`config.mk`:
```
export PLATFORM = sky130hd
export DESIGN_NAME = example_acc_requant
export DESIGN_NICKNAME = d
export VERILOG_FILES = /design/src/rtl/example_acc_requant.sv
export SDC_FILE = /design/constraint.sdc
export NUM_CORES = 1
export LEC_CHECK = 0
export ABC_CLOCK_PERIOD_IN_PS = 4100
export CAP_MARGIN = 20
export CORE_UTILIZATION = 25
export DETAILED_ROUTE_END_ITERATION = 10
export HOLD_SLACK_MARGIN = 0.03
export PLACE_DENSITY_LB_ADDON = 0.1
export SLEW_MARGIN = 20
export SYNTH_ARGS = -nofsm -noshare
export SYNTH_HDL_FRONTEND = slang
export SYNTH_SLANG_ARGS = --single-unit
```
`constraint.sdc`:
```
create_clock -name ap_clk -period 4.1 [get_ports ap_clk]
set_input_delay 1.025 -clock ap_clk [delete_from_list [all_inputs] [get_ports ap_clk]]
set_output_delay 1.025 -clock ap_clk [all_outputs]
set_load 0.05 [all_outputs]
```
`src/rtl/example_acc_requant.sv`:
```
// example_acc_requant
//   Streaming accumulate-and-requantize stage. Sums groups of N_TERMS signed
//   products into a wide accumulator, then rounds (half toward +inf), shifts
//   right by FRAC_SHIFT and narrows the sum to OUT_WIDTH bits. Results are
//   presented on a valid/ready port.
//
//   Optional feature macro: ACC_REQUANT_SAT_EN
//     defined   -> narrowed result is clamped to the signed OUT_WIDTH range and
//                  ovf latches on any clamp (sticky until reset)
//     undefined -> narrowed result wraps (two's complement); ovf stays 0
//
// Ports
//   ap_clk      in   sole clock, rising edge
//   ap_rst_n    in   asynchronous active-low reset
//   prod_data   in   signed product (PROD_WIDTH)
//   prod_valid  in   product present
//   prod_ready  out  stage can accept a product (from state and out_ready only)
//   out_data    out  requantized signed sum (OUT_WIDTH), registered
//   out_valid   out  out_data holds a complete result, registered
//   out_ready   in   downstream accepts the result
//   ovf         out  sticky clamp flag
module example_acc_requant #(
  parameter int PROD_WIDTH = 20,
  parameter int ACC_WIDTH  = 28,
  parameter int OUT_WIDTH  = 16,
  parameter int N_TERMS    = 8,
  parameter int FRAC_SHIFT = 4
) (
  input  logic                  ap_clk,
  input  logic                  ap_rst_n,
  input  logic [PROD_WIDTH-1:0] prod_data,
  input  logic                  prod_valid,
  output logic                  prod_ready,
  output logic [OUT_WIDTH-1:0]  out_data,
  output logic                  out_valid,
  input  logic                  out_ready,
  output logic                  ovf
);

  localparam int CNT_W = (N_TERMS > 1) ? $clog2(N_TERMS) : 1;
  // One guard bit above the accumulator so adding the rounding constant
  // cannot overflow.
  localparam int RW    = ACC_WIDTH + 1;

  localparam logic [CNT_W-1:0]     CNT_LAST = CNT_W'(N_TERMS - 1);
  localparam logic signed [RW-1:0] HALF     = RW'(1) << (FRAC_SHIFT - 1);

`ifdef ACC_REQUANT_SAT_EN
  localparam logic signed [RW-1:0] OUT_MAX = (RW'(1) << (OUT_WIDTH - 1)) - RW'(1);
  localparam logic signed [RW-1:0] OUT_MIN = ~OUT_MAX;
`endif

  typedef enum logic {
    ACCUM = 1'b0,
    HOLD  = 1'b1
  } state_t;

  state_t                       state_q, state_d;
  logic signed [ACC_WIDTH-1:0]  acc_q, acc_d;
  logic [CNT_W-1:0]             cnt_q, cnt_d;
  logic [OUT_WIDTH-1:0]         out_data_q, out_data_d;
  logic                         ovf_q, ovf_d;

  logic                         prod_xfer;
  logic signed [ACC_WIDTH-1:0]  sum;
  logic signed [RW-1:0]         s_ext;
  logic signed [RW-1:0]         r_full;
  logic [OUT_WIDTH-1:0]         narrow;
  logic                         clamp;

  assign prod_ready = (state_q == ACCUM) || out_ready;
  assign prod_xfer  = prod_valid && prod_ready;

  always_comb begin
    sum    = acc_q + ACC_WIDTH'($signed(prod_data));
    s_ext  = RW'(sum) + HALF;
    r_full = s_ext >>> FRAC_SHIFT;
`ifdef ACC_REQUANT_SAT_EN
    if (r_full > OUT_MAX) begin
      narrow = OUT_WIDTH'(OUT_MAX);
      clamp  = 1'b1;
    end else if (r_full < OUT_MIN) begin
      narrow = OUT_WIDTH'(OUT_MIN);
      clamp  = 1'b1;
    end else begin
      narrow = OUT_WIDTH'(r_full);
      clamp  = 1'b0;
    end
`else
    narrow = OUT_WIDTH'(r_full);
    clamp  = 1'b0;
`endif
  end

  always_comb begin
    state_d    = state_q;
    acc_d      = acc_q;
    cnt_d      = cnt_q;
    out_data_d = out_data_q;
    ovf_d      = ovf_q;

    // A pending result is consumed whenever out_ready is high in HOLD; a
    // last-term transfer below overrides this and re-enters HOLD, giving
    // back-to-back results without a bubble.
    if (state_q == HOLD && out_ready) begin
      state_d = ACCUM;
    end

    if (prod_xfer) begin
      if (cnt_q == CNT_LAST) begin
        out_data_d = narrow;
        ovf_d      = ovf_q | clamp;
        acc_d      = '0;
        cnt_d      = '0;
        state_d    = HOLD;
      end else begin
        acc_d = sum;
        cnt_d = cnt_q + CNT_W'(1);
      end
    end
  end

  always_ff @(posedge ap_clk or negedge ap_rst_n) begin
    if (!ap_rst_n) begin
      state_q    <= ACCUM;
      acc_q      <= '0;
      cnt_q      <= '0;
      out_data_q <= '0;
      ovf_q      <= 1'b0;
    end else begin
      state_q    <= state_d;
      acc_q      <= acc_d;
      cnt_q      <= cnt_d;
      out_data_q <= out_data_d;
      ovf_q      <= ovf_d;
    end
  end

  assign out_valid = (state_q == HOLD);
  assign out_data  = out_data_q;
  assign ovf       = ovf_q;

endmodule

```
==> results.md <==
* TritonCTS Buffers at 5
* Final count of hold timing violations at 0
* Vias per std cell at 4.83
* Top_reg_cell synth: dfrtp_1
* Nets in the synthesized netlist at 373
* HPWL Detailed at 6.33 mm
* Area of the mapped netlist at 0.00295 sq mm
* Finished Core Util at 0.350
* Count of input and output buffers at 41
* Top cells by area in the synthesized netlist: dfrtp_1 34%, ha_1 9.3%, nand2_1 5.6%
* Portion of the clock cycle consumed by the worst path in the final layout at 0.959
* Die Wd at 111 um
* Die ar. at 0.0123 sq mm
* Antenna violations before repair at 0
* Crit path launch type: input port
* Gr usage total at 0.141
* Number of nets at the end of the flow at 456
* IO Pins at 43
* Static leakage power at 0.00175 uW
* Flops & latches, synth at 40
* Count of flip-flops with a built-in enable after synthesis at 0
* Hold/Removal Path Class: reg -> reg
* Std-Cell Rows at 39
* Number of global-route vias before repair at 2686
* Outcome: finished clean
* Sinks on the clock net at 40
* Fraction of final layout cells with drive strength greater than 1 at 0.178
* Final standard cell count with taps included and fillers excluded at 553
* Highest attainable clock frequency at 0.254 GHz
* Most used cells in the layout excluding fill and tap cells: 51 x buf_4, 44 x nand2_1, 40 x dfrtp_1, 40 x clkdlybuf4s50_1
* RD Place Congestion at 0.827
* Final setup violating endpoints at 0
* Share of the yosys chip area belonging to registers at 0.339
* Starting Density at 0.258
* Period minus WS final at 3.93 ns
* Share of the synthesized area in the top cell type at 0.339
* Setup TNS after final layout at 0 ns
* Transition at the pin with the smallest max-transition slack at 0.600 ns
* Peak fanout along the critical path at 6
* Synthesized area divided by synthesized cell count at 9.06 sq um
* Most frequent standard cell in the layout excluding fill and tap cells: buf_4
* Starting DRC count in detailed routing at 93
* Max-cap violation count at 0
* Maximum VDD drop at 0.000298 V
* Clock Pin Slew Worst Setup and Hold Paths at 0.06 ns
* Growth of design area from synthesis to finish at 35.9%
* Setup Crit Path Kind: in -> reg
* Max-slew violation total from the final report at 0
* Maximum number of pins on one net before global-route repair at 41
* Core Footprint at 0.0115 sq mm
* Drt pass-1 iters at 4
* Floorplan die height at 111 um
* Average wire length per cell after detail routing at 14.7 um
* Depth of the CTS H-tree at 2
* Number of vias after detailed routing at 2669
* Post-synthesis instance total at 326
* CP Data Required Time at 4.32 ns
* Unrepaired setup endpoints after global routing: false
* Diode insertion count for antenna repair at 0
* Number of distinct standard cells referenced by the synthesized netlist at 64
* Total of hold buffers inserted after clock tree synthesis at 0
* Remaining global-route overflow at 0
* Overall routed net length at 8.12 mm
* Remaining antenna violation count at 0
* Buffer type at the clock tree root: clkbuf_16
* Placed cell count at 544
* Clock latency on the worst-skew pair at 0.29 ns
* Largest area contributor in the synthesized netlist: dfrtp_1
* Clock tree from TritonCTS: done
* Maximum clock path buffer count at 2
* FFs w/ async S/R, synth at 1.00
* Global-route wire length before repair at 14.0 mm
* Pwr dens at 962 mW/mm^2
* Count of unresolved DRC violations after routing at 0
* WP data arrival at 4.15 ns
* Hold WS at 0.479 ns
* Number of warning messages in the yosys log at 0
* Critical path endpoint category: flop
* Worst Clk Skew at 0.00735 ns
* Relative slew margins at 0.599
area by class of cell:
class                   instances  area, sq um
clock inverters                 2         35.0
flip-flops and latches         40         1000
repair buffers                 91          783
well taps                     143          179
clock buffers                   6          129
fillers                      1178         7450
multi-input cells             265         1860
inverters                       6         22.5
synth_stat cells (7+ instances only):
cell	instances
a21o_1	7
a21oi_1	16
a22o_1	14
clkbuf_1	9
dfrtp_1	40
ha_1	22
nand2_1	44
nand3_1	10
nor2_1	14
nor3_1	8
o21ai_0	21
xnor2_1	18
state kept, by name, summed over array words and instances, names as in the netlist:
signal     flops
acc_q         20
out_data      16
cnt_q          3
out_valid      1
worst max-delay path, stage by stage:
cell             delay, ns
clkdlybuf4s50_1       0.41
ha_2                  0.20
fa_2                  0.35
a21o_1                0.21
a221oi_2              0.25
buf_4                 0.18
o21ai_0               0.10
xor2_1                0.30
nand3_4               0.10
or4_1                 0.53
or4_1                 0.41
nand3_1               0.09
per-stage QoR:
step | instance area (sq um) | total power [uW] | setup slack (ns)
floorplan | 2950 | 2380 | 0.100
global placement | 3830 | 3410 | -0.157
detailed placement | 3830 | 3410 | -0.221
CTS | 4000 | 3890 | 0.0747
global route | 4010 | 4200 | 0.0187
finish | 4010 | 3860 | 0.169
kinds of logic after synthesis:
family,share of synthesized area
simple gates,0.200
compound gates,0.253
flops,0.339
xor+xnor,0.0712
fa+ha+maj,0.100
buf+inv,0.0318
other cells,0.00127
mux,0.00381
metal layers:
layer,share of wire,track usage
met1,0.52,0.211
met3,0.032,0.0224
met5,0,0
met4,0.0091,0.0347
met2,0.44,0.210
final timing paths:
check,start,to,slack [ns],cells past startpoint
setup reg to reg,acc_q[0],out_data[13],0.95,11
min in group asynchronous,ap_rst_n,acc_q[10],0.72,1
hold reg to reg,out_data[8],out_data[8],0.48,2
max in group asynchronous,ap_rst_n,acc_q[2],2.99,1
setup / recovery,prod_data[0],out_data[13],0.17,12
hold / removal,out_data[8],out_data[8],0.48,2
where the power goes:
group / internal (uW) / switching, uW
clock: 287 / 168
sequential: 582 / 109
combinational: 1250 / 1470
timing repair:
item,CTS,global route
endpoints found under the setup margin,0,2
buffers inserted,0,1
gates resized for setup,0,2
No activity file was read; power rests on OpenSTA's default activity.
